### config.mk
export PLATFORM = sky130hd
export DESIGN_NAME = fc_port_state_ctrl
export DESIGN_NICKNAME = d
export VERILOG_FILES = /design/src/rtl/fc_port_state_ctrl_pkg.sv /design/src/rtl/fc_port_state_ctrl_timer.sv /design/src/rtl/fc_port_state_ctrl.sv
export SDC_FILE = /design/constraint.sdc
export NUM_CORES = 1
export LEC_CHECK = 0
export CAP_MARGIN = 20
export CORE_MARGIN = 4
export CORE_UTILIZATION = 35
export DETAILED_ROUTE_END_ITERATION = 6
export PLACE_DENSITY_LB_ADDON = 0.08
export SYNTH_ARGS = -nofsm -noshare
export SYNTH_HDL_FRONTEND = slang
export SYNTH_SLANG_ARGS = --single-unit
### constraint.sdc
create_clock -name clk -period 7.9 [get_ports clk]
set_clock_uncertainty 0.15 [all_clocks]
set_input_delay 0.79 -clock clk [delete_from_list [all_inputs] [get_ports clk]]
set_output_delay 0.79 -clock clk [all_outputs]
set_load 0.1 [all_outputs]
### src/rtl/fc_port_state_ctrl_pkg.sv
// Shared Fibre Channel port definitions: port states, received primitive
// sequences, default timeouts and the primitive-sequence transition table.
package fc;

  typedef enum logic [3:0] {
    STATE_AC,
    STATE_LR1,
    STATE_LR2,
    STATE_LR3,
    STATE_LF1,
    STATE_LF2,
    STATE_OL1,
    STATE_OL2,
    STATE_OL3
  } state_t;

  typedef enum logic [2:0] {
    PS_NONE,
    PS_IDLE,
    PS_LR,
    PS_LRR,
    PS_NOS,
    PS_OLS
  } ps_t;

  // 100 ms and 5 ms at a 100 MHz clock
  localparam int unsigned TOV_CYCLES_DEFAULT    = 10000000;
  localparam int unsigned OL_MIN_CYCLES_DEFAULT = 500000;

  // Target state for a qualified received primitive sequence; returns the
  // current state when the sequence has no effect there (OL1 ignores all).
  function automatic state_t ps_next(state_t s, ps_t ps);
    state_t r;
    r = s;
    case (s)
      STATE_AC, STATE_LR1: begin
        case (ps)
          PS_LR:   r = STATE_LR2;
          PS_LRR:  r = STATE_LR3;
          PS_NOS:  r = STATE_LF2;
          PS_OLS:  r = STATE_OL2;
          default: r = s;
        endcase
      end
      STATE_LR2: begin
        case (ps)
          PS_LRR:  r = STATE_LR3;
          PS_NOS:  r = STATE_LF2;
          PS_OLS:  r = STATE_OL2;
          default: r = s;
        endcase
      end
      STATE_LR3: begin
        case (ps)
          PS_IDLE: r = STATE_AC;
          PS_LR:   r = STATE_LR2;
          PS_NOS:  r = STATE_LF2;
          PS_OLS:  r = STATE_OL2;
          default: r = s;
        endcase
      end
      STATE_LF1: begin
        case (ps)
          PS_NOS:  r = STATE_LF2;
          PS_OLS:  r = STATE_OL2;
          default: r = s;
        endcase
      end
      STATE_LF2: begin
        case (ps)
          PS_LR:   r = STATE_LR2;
          PS_OLS:  r = STATE_OL2;
          default: r = s;
        endcase
      end
      STATE_OL2: begin
        case (ps)
          PS_LR:   r = STATE_OL3;
          PS_NOS:  r = STATE_LF2;
          default: r = s;
        endcase
      end
      STATE_OL3: begin
        case (ps)
          PS_LRR:  r = STATE_LR3;
          PS_OLS:  r = STATE_OL2;
          PS_NOS:  r = STATE_LF2;
          default: r = s;
        endcase
      end
      default: r = s;
    endcase
    return r;
  endfunction

endpackage

### src/rtl/fc_port_state_ctrl_timer.sv
// Saturating cycle timer with synchronous clear and a terminal-count flag.
module fc_tov_timer #(
  parameter int unsigned W         = 24,
  parameter int unsigned MAX_COUNT = 10000000
) (
  input  logic         clk_i,
  input  logic         rst_ni,
  input  logic         clr_i,
  input  logic         en_i,
  input  logic [W-1:0] term_i,
  output logic         tc_o
);

  logic [W-1:0] cnt_q, cnt_d, inc;

  // Increment saturates at MAX_COUNT. The flag looks at the incremented value
  // (not cnt_d) so it fires on the edge where the count reaches term_i and does
  // not depend on clr_i, which the parent derives from this flag.
  always_comb begin
    inc = cnt_q;
    if (en_i && (cnt_q < W'(MAX_COUNT))) begin
      inc = cnt_q + W'(1);
    end
    cnt_d = clr_i ? '0 : inc;
    tc_o  = en_i && (inc >= term_i);
  end

  // Count register
  always_ff @(posedge clk_i) begin
    if (!rst_ni) begin
      cnt_q <= '0;
    end else begin
      cnt_q <= cnt_d;
    end
  end

endmodule

### src/rtl/fc_port_state_ctrl.sv
// FC port state machine: link recovery, link failure and offline handling
// driven by received primitive sequences, sync status and host requests.
module fc_port_state_ctrl
  import fc::*;
#(
  parameter int unsigned TOV_CYCLES    = fc::TOV_CYCLES_DEFAULT,
  parameter int unsigned OL_MIN_CYCLES = fc::OL_MIN_CYCLES_DEFAULT
) (
  input  logic        clk,
  input  logic        reset_n,
  input  ps_t         rx_ps,
  input  logic        rx_ps_valid,
  input  logic        rx_sync,
  input  logic        offline_req,
  input  logic        lr_req,
  output state_t      state,
  output logic        active,
  output logic        state_change,
  output logic [15:0] lr_count
);

  localparam int unsigned MAX_CYCLES = (TOV_CYCLES > OL_MIN_CYCLES) ? TOV_CYCLES : OL_MIN_CYCLES;
  localparam int unsigned CNT_W      = $clog2(MAX_CYCLES + 1);

  state_t             state_q, state_d, ps_tgt;
  logic               chg_q, chg_d;
  logic [15:0]        lrc_q, lrc_d;
  logic               ps_ev, st_en, st_clr, st_tc, sync_tc;
  logic [CNT_W-1:0]   st_term;

  // State timer runs in the recovery states and OL1; OL1 uses the hold limit.
  always_comb begin
    st_en   = state_q inside {STATE_LR1, STATE_LR2, STATE_LR3, STATE_OL1};
    st_term = (state_q == STATE_OL1) ? CNT_W'(OL_MIN_CYCLES) : CNT_W'(TOV_CYCLES);
    st_clr  = (state_d != state_q);
  end

  fc_tov_timer #(
    .W         (CNT_W),
    .MAX_COUNT (MAX_CYCLES)
  ) u_state_timer (
    .clk_i  (clk),
    .rst_ni (reset_n),
    .clr_i  (st_clr),
    .en_i   (st_en),
    .term_i (st_term),
    .tc_o   (st_tc)
  );

  fc_tov_timer #(
    .W         (CNT_W),
    .MAX_COUNT (MAX_CYCLES)
  ) u_sync_timer (
    .clk_i  (clk),
    .rst_ni (reset_n),
    .clr_i  (rx_sync),
    .en_i   (!rx_sync),
    .term_i (CNT_W'(TOV_CYCLES)),
    .tc_o   (sync_tc)
  );

  // Next state in priority order: sync loss, state timeout / OL1 hold,
  // primitive sequence, offline request, link-reset request.
  always_comb begin
    state_d = state_q;
    ps_ev   = rx_ps_valid && (rx_ps != PS_NONE);
    ps_tgt  = ps_next(state_q, rx_ps);
    if (sync_tc && !(state_q inside {STATE_LF1, STATE_OL1})) begin
      state_d = STATE_LF1;
    end else if (state_q == STATE_OL1) begin
      if (st_tc && !offline_req) begin
        state_d = STATE_LR1;
      end
    end else if (st_tc) begin
      state_d = STATE_LF1;
    end else if (ps_ev && (ps_tgt != state_q)) begin
      state_d = ps_tgt;
    end else if ((state_q == STATE_AC) && offline_req) begin
      state_d = STATE_OL1;
    end else if ((state_q == STATE_AC) && lr_req) begin
      state_d = STATE_LR1;
    end

    chg_d = (state_d != state_q);
    lrc_d = lrc_q;
    if ((state_q == STATE_AC) && (state_d inside {STATE_LR1, STATE_LR2}) && (lrc_q != '1)) begin
      lrc_d = lrc_q + 16'd1;
    end
  end

  // State, change pulse and link-recovery counter registers
  always_ff @(posedge clk) begin
    if (!reset_n) begin
      state_q <= STATE_OL1;
      chg_q   <= 1'b0;
      lrc_q   <= '0;
    end else begin
      state_q <= state_d;
      chg_q   <= chg_d;
      lrc_q   <= lrc_d;
    end
  end

  assign state        = state_q;
  assign active       = (state_q == STATE_AC);
  assign state_change = chg_q;
  assign lr_count     = lrc_q;

endmodule

-- Yosys cells after proc, flatten, opt, wreduce, memory -nomap -nowiden
Cells that the tools add are included.
- output and inout port bits: 22
- latch bits: 0
- bits in read-only memories: 0
- flip-flop bits (word level): 69
- word-level logic and storage cells: 72
- input port bits: 9
- memory bits (writable): 0
- memories: 0
- shifts and indexed selects: 0
- add/subtract/negate cells: 3
- bitwise logic cells: 1
- reduce and logical (&&, ||, !) cells: 24
- div/mod/pow operators: 0
- multiply operators: 0
- muxes and demuxes: 17
- equal/unequal tests: 18
- magnitude comparators: 4
- operators with widths (cell ; number):
    $mux 24 ; 3
    $add 24x1->24 const B ; 2
    $lt 24x24->1 const B ; 2
    $pmux 4 s4 ; 2
    $mux 4 ; 7
    $ge 24x24->1 ; 1
    $ge 24x24->1 const B ; 1
    $pmux 4 s2 ; 3
    $pmux 4 s6 ; 1
    $add 16x1->16 const B ; 1
    $eq 4x3->1 const B ; 4
    $ne 16x16->1 const B ; 1
    $eq 4x2->1 const B ; 3
    $logic_and 1x1->1 ; 12
    $pmux 4 s3 ; 1
    $eq 4x1->1 const B ; 2
    $ne 4x4->1 ; 2
    $reduce_or 2->1 ; 4
    $eq 3x2->1 const B ; 2
    $eq 3x3->1 const B ; 2
    $eq 4x4->1 const B ; 1
    $logic_not 4->1 ; 1
    $reduce_bool 2->1 ; 2
    $reduce_bool 4->1 ; 1
    4 further kinds ; 6

-- Longest topological paths before layout
Gate-level depths: netlist of run 1.
- depth after elaboration: 14
- depth in mapped cells: 20
- gate-level depth less buffers: 17

-- Cells and area by module
Synthesis of run 1 repeated with hierarchy kept, for this count alone.
- cell total of the unflattened synthesis: 686
- area, all modules: 5499.0 um^2
- modules (own cells, without submodules) (module ; seq. area each (um^2) ; area an instance (um^2) ; instances ; cells an instance):
    fc_tov_timer ; 480.5 ; 1825.5 ; 2 ; 218
    fc_port_state_ctrl ; 420.4 ; 1848.0 ; 1 ; 250

-- Worst setup path after synthesis of run 1
OpenSTA, ideal clock, no wires.
- kind: flip-flop to flip-flop
- from: register state_q[1], in the netlist state[1]
- to: register lrc_q[13], in the netlist lr_count[13]
- path buffers: 2
- arrival: 5064 ps
- stages on the path, launching flop included: 10
- period minus slack after synthesis: 5286 ps
- required time: 7678 ps
- library setup time: 72 ps
- slack: 2614 ps
- cell sequence: dfxtp_1 buf_2 or2_1 nor3_1 a31oi_1 and2_1 o32a_4 buf_2 nor4_2 mux2i_1
- RTL lines (element ; line ; RTL):
    start, declared ; fc_port_state_ctrl.sv:25 ; state_t state_q, state_d, ps_tgt;
    start signal, assigned ; fc_port_state_ctrl.sv:98 ; state_q <= state_d;
    $logic_not 4->1 * ; n/a ;
    via active ; fc_port_state_ctrl.sv:17 ; output logic active,
    $reduce_or 2->1 ; fc_port_state_ctrl_pkg.sv:35 ; case (s)
    $pmux 4 s6 ; fc_port_state_ctrl_pkg.sv:35 ;
    $ne 4x4->1 ; fc_port_state_ctrl.sv:76 ; end else if (ps_ev && (ps_tgt != state_q)) begin
    $logic_and 1x1->1 ; fc_port_state_ctrl.sv:76 ;
    $mux 4 ; fc_port_state_ctrl.sv:76 ;
    $mux 4 ; fc_port_state_ctrl.sv:74 ; end else if (st_tc) begin
    $mux 4 ; fc_port_state_ctrl.sv:70 ; end else if (state_q == STATE_OL1) begin
    $mux 4 ; fc_port_state_ctrl.sv:68 ; if (sync_tc && !(state_q inside {STATE_LF1, STATE_OL1})) begin
    $eq 4x1->1 or $eq 4x2->1 (tied branches) ; fc_port_state_ctrl.sv:86 ; if ((state_q == STATE_AC) && (state_d inside {STATE_LR1, STATE_LR2}) && (lrc_q != '1)) begin
    $reduce_bool 2->1 ; fc_port_state_ctrl.sv:86 ;
    $logic_and 1x1->1 * (2 in a row) ; fc_port_state_ctrl.sv:86 ;
    end signal, assigned ; fc_port_state_ctrl.sv:100 ; lrc_q <= lrc_d;
    end, declared ; fc_port_state_ctrl.sv:27 ; logic [15:0] lrc_q, lrc_d;
The timed path passes the listed nets; every way through them passes the cells marked *.
A chain may end at the register's enable or synchronous reset.

-- Worst setup path after layout of run 1
- from: register state_q[0], in the netlist state[0]
- to: register chg_q, in the netlist state_change
- cells in the longest elaborated chain, start to end: 11
- RTL lines (element ; line ; RTL):
    $eq 4x1->1, or another cell as far along ; fc_port_state_ctrl.sv:33 ; st_en = state_q inside {STATE_LR1, STATE_LR2, STATE_LR3, STATE_OL1};
    $reduce_bool 4->1 * ; fc_port_state_ctrl.sv:33 ;
    $logic_and 1x1->1 * ; fc_port_state_ctrl_timer.sv:21 ; if (en_i && (cnt_q < W'(MAX_COUNT))) begin
    $mux 24 * ; fc_port_state_ctrl_timer.sv:21 ;
    via u_state_timer.inc[12] ; fc_port_state_ctrl_timer.sv:14 ; logic [W-1:0] cnt_q, cnt_d, inc;
    $ge 24x24->1 * ; fc_port_state_ctrl_timer.sv:25 ; tc_o = en_i && (inc >= term_i);
    $logic_and 1x1->1 * ; fc_port_state_ctrl_timer.sv:25 ;
    $logic_and 1x1->1 ; fc_port_state_ctrl.sv:71 ; if (st_tc && !offline_req) begin
    $mux 4 ; fc_port_state_ctrl.sv:71 ;
    $mux 4 * ; fc_port_state_ctrl.sv:70 ;
    $mux 4 * ; fc_port_state_ctrl.sv:68 ;
    $ne 4x4->1 * ; fc_port_state_ctrl.sv:84 ; chg_d = (state_d != state_q);
    end signal, assigned ; fc_port_state_ctrl.sv:99 ; chg_q <= chg_d;
    end, declared ; fc_port_state_ctrl.sv:26 ; logic chg_q, chg_d;
Marks and branches as above.

==> metrics.yaml, run 1 <==
final_layout:
  antenna_cells: 0
  drive_gt1_share_pct: 10.4
  syn_to_final_growth_pct: 12.4
  nets: 698
sta:
  rsz0062_at_grt: "false"
  fin_ws_ns: 2.01
  report.final.setup_viol: 0
  period_needed_ns: 5.89
  setup-tns-final_ns: 0
  drv_slew: 0
  slew_headroom_pct: 32.1
  hold_viol: 0
  max_freq_ghz: 0.170
  fin_crit_sh_pct: 74.5
  worst_slew_pin_slew_ns: 1.01
run_status:
  outcome: "finished, final reports clean"
routing:
  wl_per_cell_um: 16.4
  via_per_inst: 5.78
  drtIter0Drc: 297
  drc: 0
  vias: 4996
  drt-total-wl_um: 14200
  drt_pass1_iterations: 4
  ant_nets: 0
synth:
  synth-edff-count: 0
  ys_seq_elements: 69
  async_flop_share_pct: 0
  synth_cells: 670
  seq_area_frac_synth_pct: 25.7
  syn-num-nets: 695
  yosys_warnings: 0
  yosysUniqueCellTypes: 85
  syn_area_um2: 5380
  avgSynthCellArea_um2: 8.02
  synth-main-ff-cell: "dfxtp_1"
critical_path:
  worstPathRequired_ns: 8.03
  cp_cell_sequence: "or2_1 > nand4_1 > a41oi_2 > nand2_1 > or3_1 > nor3_1 > xor2_1 > ha_1 > nand2_1 > nor2_1 > nand3_1 > mux2i_1 > o2111ai_1 > a31oi_2 > nor4_1 > a211oi_4 > buf_4 > o31a_1"
  arrival_ns: 6.02
  critPathCaptureType: "flop"
  crit_slowest_cell: "dfxtp_1"
  start_kind: "flop"
  crit_top_cell: "nand2_1"
  crit_fanout: 24
  slowest_delay_ns: 0.80
  crit_type: "reg -> reg"
  r2r_slack_ns: 2.01
clocking:
  clk_pin_slew_worst_paths_ns: 0.05
  cts_tree: "built"
  post_cts_buffers: 0
  insertion_delay_ns: 0.34
  numCtsBuffers: 9
  cts_root_buf: "clkbuf_16"
  htreeDepth: 3
  cts_resized: 0
  ctsHoldBuffers: 0
  cts_sinks: 69
  clockBufferDepth: 2
global_route:
  grt_max_degree: 46
  grt_overflow_total: 0
  grt_use_total_pct: 16.1
  antenna_found_initial: 0
  grt_pass1_wl_um: 23400
  grt_pass1_vias: 4643
floorplan:
  die_h_um: 132
  io_pins: 31
  coreArea_um2: 15100
  start_util_pct: 35.5
  num_rows: 45
  die_area_um2: 17400
  die_w_um: 132
run:
  drv_cap: 0
hold_path:
  worstHoldPathType: "reg -> reg"
power:
  leakage_nw: 2.09
  p_per_area_nw_per_um2: 183
  peakVddDrop_v: 0.0000932
place:
  gp_congestion: 0.907
  post-place-ws_ns: 2.00
  hpwlAfterDp_um: 10100
  place.port_buffers: 30
## final timing paths
path                                       startpoint               endpoint  cells after the start
worst max-delay path                         state[0]           state_change                     18
worst min-delay path            u_sync_timer.cnt_q[1]  u_sync_timer.cnt_q[1]                      2
worst max register to register               state[0]           state_change                     18
worst min register to register  u_sync_timer.cnt_q[1]  u_sync_timer.cnt_q[1]                      2
## report_power, final
part	switching [W]	internal, W	total, W
Clock	0.000151	0.000267	0.000417
Sequential	0.0000244	0.000358	0.000383
Combinational	0.000211	0.0000940	0.000305
Total	0.000386	0.000719	0.00110
## synthesized netlist by cell type, types with 7 or more instances
| cell | count | area [um2] |
|---|---|---|
| a21oi_1 | 27 | 135 |
| and3_1 | 18 | 113 |
| buf_2 | 14 | 70.1 |
| clkbuf_1 | 22 | 82.6 |
| dfxtp_1 | 69 | 1380 |
| ha_1 | 16 | 200 |
| inv_1 | 14 | 52.6 |
| mux2i_1 | 7 | 70.1 |
| nand2_1 | 77 | 289 |
| nand2b_1 | 18 | 113 |
| nand3_1 | 37 | 185 |
| nand4_1 | 17 | 106 |
| nor2_1 | 54 | 203 |
| nor2b_1 | 7 | 43.8 |
| nor3_1 | 18 | 90.1 |
| nor4_1 | 14 | 87.6 |
| nor4_2 | 24 | 300 |
| o21ai_0 | 21 | 105 |
| or4_1 | 8 | 60.1 |
| xnor2_1 | 19 | 166 |
| xor2_1 | 21 | 184 |
## area by class of cell
cell class	instances	area, um2
clock buffers	13	270
multi-input cells	543	3740
clock inverters	1	30.0
well taps	188	235
inverters	16	60.1
fillers	1507	9100
repair buffers	34	330
flip-flops and latches	69	1380
## critical path: cells and delay by family (launching register included)
family,cells,cell delay [ns]
AO/OA/AOI/OAI,5,2.07
XOR/XNOR,1,0.12
adder cells (fa/ha/maj),1,0.29
buffers and inverters,1,0.37
flip-flops,1,0.80
multiplexers,1,0.15
AND/OR/NAND/NOR,9,1.87
## cell usage in the layout (no fill, tap or decap), types with 7 or more instances in the layout
| cell type | instances |
|---|---|
| nand4_1 | 17 |
| nor4_1 | 14 |
| nor2b_1 | 7 |
| a21oi_1 | 27 |
| nand2b_1 | 18 |
| xnor2_1 | 19 |
| nor3_1 | 18 |
| o21ai_0 | 21 |
| mux2i_1 | 7 |
| nor4_2 | 24 |
| and3_1 | 18 |
| nand3_1 | 37 |
| ha_1 | 16 |
| or4_1 | 8 |
| clkdlybuf4s50_1 | 30 |
| xor2_1 | 21 |
| dfxtp_1 | 69 |
| nor2_1 | 54 |
| clkbuf_16 | 9 |
| nand2_1 | 77 |
| inv_1 | 14 |
## metal layers
| layer | track usage, % | up-vias | share of wire, % |
|---|---|---|---|
| li1 | - | 2522 | - |
| met1 | 20.1 | 2370 | 46 |
| met2 | 27.3 | 82 | 49 |
| met3 | 3.47 | 22 | 3.2 |
| met4 | 5.78 | 0 | 1.9 |
| met5 | 0 | - | 0 |
## sequential cells by signal (all words and copies together) (netlist names)
register and flops:
u_sync_timer.cnt_q 24, state 4, lr_count 16, u_state_timer.cnt_q 24
state_change 1
## cells by family after synthesis
logic type               after synthesis  share of synthesized area, %
AO/OA/AOI/OAI                        150                          22.7
XOR/XNOR                              40                          6.52
adder cells (fa/ha/maj)               16                          3.72
buffers and inverters                 58                          4.79
AND/OR/NAND/NOR                      329                          35.0
flip-flops                            69                          25.7
multiplexers                           8                          1.51
## metrics by stage
step	area (um2)	util (%)	instances	hold slack, ns	power [W]
after global placement	5740	37.9	850	0.324	0.000694
after global routing	6040	39.9	864	0.374	0.00117
final	6040	39.9	864	0.339	0.00110
after floorplan	5380	-	670	0.307	0.000632
after detailed placement	5740	37.9	850	0.328	0.000696
after CTS	6040	39.9	864	0.334	0.00112
Note: power is estimated with default switching activity, not from simulation.
==> run 2, diff against run 1 <==
==> constraint.sdc (replaced) <==
create_clock -name clk -period 5.25 [get_ports clk]
set_clock_uncertainty 0.15 [all_clocks]
set_input_delay 0.525 -clock clk [delete_from_list [all_inputs] [get_ports clk]]
set_output_delay 0.525 -clock clk [all_outputs]
set_load 0.1 [all_outputs]
==> run 2 against run 1 <==
Effect of this change: combinational power rose by 67%; sequential share of layout area fell by 0.41 points; cell count is 1.4% higher; hold slack lost 0.0030 ns; clock power is 45% higher; largest power group unchanged.
==> metrics.yaml, run 2 (synthesis gave the netlist of run 1 again) <==
power:
  seqPwrFrac_pct: 33.2
  intPower_w: 0.00107
  p_total_w: 0.00167
  share_comb_of_total_power_pct: 30.6
  peakVddDrop_v: 0.000235
  power_switching_w: 0.000600
  sw_frac_of_total_pct: 35.9
  power_frac_clock_pct: 36.2
  p_per_area_nw_per_um2: 271
  leakage_nw: 2.15
sta:
  fin_ws_ns: 0.341
  fin_crit_sh_pct: 93.5
  rsz0062_at_grt: "false"
  drv_slew: 0
  setup-tns-final_ns: 0
  report.final.setup_viol: 0
  period_needed_ns: 4.91
  worst_slew_pin_slew_ns: 0.975
  hold_ws_ns: 0.336
  max_freq_ghz: 0.204
  hold_viol: 0
  slew_headroom_pct: 34.8
floorplan:
  die_h_um: 132
  num_rows: 45
  io_pins: 31
  coreArea_um2: 15100
  start_util_pct: 35.5
  die_w_um: 132
  die_area_um2: 17400
routing:
  drt_pass1_iterations: 5
  routed-wl-met2_um: 7080
  dr.max_layer_used: "met4"
  drt-total-wl_um: 14500
  ant_nets: 0
  drc: 0
  drtIter0Drc: 273
  wl_met3_um: 467
  vias: 5114
  via_per_inst: 5.84
  wl_met1_um: 6570
  wl_per_cell_um: 16.5
global_route:
  antenna_found_initial: 0
  grt_overflow_total: 0
  grt_pass1_vias: 4932
  grt_max_degree: 29
  grt_use_total_pct: 16.8
  grt_pass1_wl_um: 24700
hold_path:
  worstHoldPathType: "reg -> reg"
  hold_start: "lr_count[14]"
  hold_depth: 2
  hold_end: "lr_count[14]"
clocking:
  clockBufferDepth: 2
  htreeDepth: 3
  insertion_delay_ns: 0.34
  numCtsBuffers: 9
  cts_root_buf: "clkbuf_16"
  post_cts_buffers: 0
  cts_resized: 0
  ctsHoldBuffers: 0
  cts_sinks: 69
  clk_pin_slew_worst_paths_ns: 0.06
  cts_tree: "built"
critical_path:
  crit_type: "reg -> reg"
  r2r_cells: 15
  arrival_ns: 5.02
  r2r_slack_ns: 0.34
  crit_fanout: 28
  worstPathRequired_ns: 5.36
  critical-path-top-delay-family: "compound AO/OA/AOI/OAI gates"
  startpoint: "u_state_timer.cnt_q[16]"
  cp.depth: 15
  rr_endpoint: "lr_count[11]"
  crit_slowest_cell: "o32a_4"
  critical_path_buf_inv_count: 0
  rr_startpoint: "u_state_timer.cnt_q[16]"
  crit_top_cell: "a21oi_1"
  cp_cell_sequence: "or3_1 > a41oi_2 > or2_4 > nand2_1 > nor4_1 > xor2_1 > ha_1 > a21o_1 > a21oi_1 > a31oi_1 > o311ai_4 > a31oi_2 > o32a_4 > or4_1 > a21oi_1"
  critPathCaptureType: "flop"
  slowest_delay_ns: 0.54
  start_kind: "flop"
place:
  place_area_um2: 5860
  hpwlAfterDp_um: 10500
  post-place-ws_ns: 0.246
  place.port_buffers: 30
  gp_congestion: 0.862
final_layout:
  drive_gt1_share_pct: 12.4
  nets: 708
  antenna_cells: 0
  num-fill-cells: 1548
  layout_common_cells: "77 x nand2_1, 69 x dfxtp_1, 54 x nor2_1"
  fin_area_um2: 6160
  syn_to_final_growth_pct: 14.5
  mostFrequentLayoutCell: "nand2_1"
run:
  drv_cap: 0
run_status:
  outcome: "finished, final reports clean"
-- run 2: cell types whose count changed in the layout (fill, tap and decap cells not counted), sizes merged --
cell	change
buf	+10
clkbuf	-4
clkinv	+5
clkinvlp	+1
-- run 2: layer usage --
layer  vias to the layer above  global-route usage [%]
met3                        28                    2.52
met1                      2432                    21.3
met4                         0                    7.00
met5                         -                       0
li1                       2542                       -
met2                       112                    28.6
-- run 2: worst register-to-register path: stages (launching register included) --
cell	delay [ns]
dfxtp_1	0.34
or3_1	0.37
a41oi_2	0.30
or2_4	0.25
nand2_1	0.18
nor4_1	0.36
xor2_1	0.28
ha_1	0.32
a21o_1	0.19
a21oi_1	0.16
a31oi_1	0.15
o311ai_4	0.38
a31oi_2	0.20
o32a_4	0.54
or4_1	0.51
a21oi_1	0.15
-- run 2: final cells by class --
class                      count  area [um2]  area share, %
inverter                      16        60.1          0.976
clock buffer                   9         225           3.66
tap                          188         235           3.82
timing repair buffer          44         443           7.20
clock inverter                 7        66.3           1.08
sequential                    69        1380           22.4
multi-input combinational    543        3740           60.8
-- run 2: how the worst max path moves through the flow --
| stage | to | slack (ns) |
|---|---|---|
| 6_report | lr_count[11] | 0.34 |
| 5_1_grt | lr_count[11] | 0.05 |
| 4_1_cts | lr_count[11] | 0.23 |
| 3_5_place_dp | lr_count[11] | 0.25 |
| 3_3_place_gp | lr_count[3] | 0.44 |
| 2_1_floorplan | lr_count[13] | 0.16 |
-- run 2: power groups by stage --
stage          clock, W  combinational, W  sequential [W]
6_report       0.000605          0.000510        0.000555
5_1_grt        0.000654          0.000564        0.000558
4_1_cts        0.000631          0.000513        0.000555
3_5_place_dp          0          0.000512        0.000567
3_3_place_gp          0          0.000508        0.000567
2_1_floorplan         0          0.000343        0.000609
-- run 2: metrics by stage --
step	utilization [%]	instances
6_report	40.6	876
5_1_grt	40.6	876
3_5_place_dp	38.7	860
2_1_floorplan	-	670
3_3_place_gp	38.7	860
4_1_cts	40.6	876
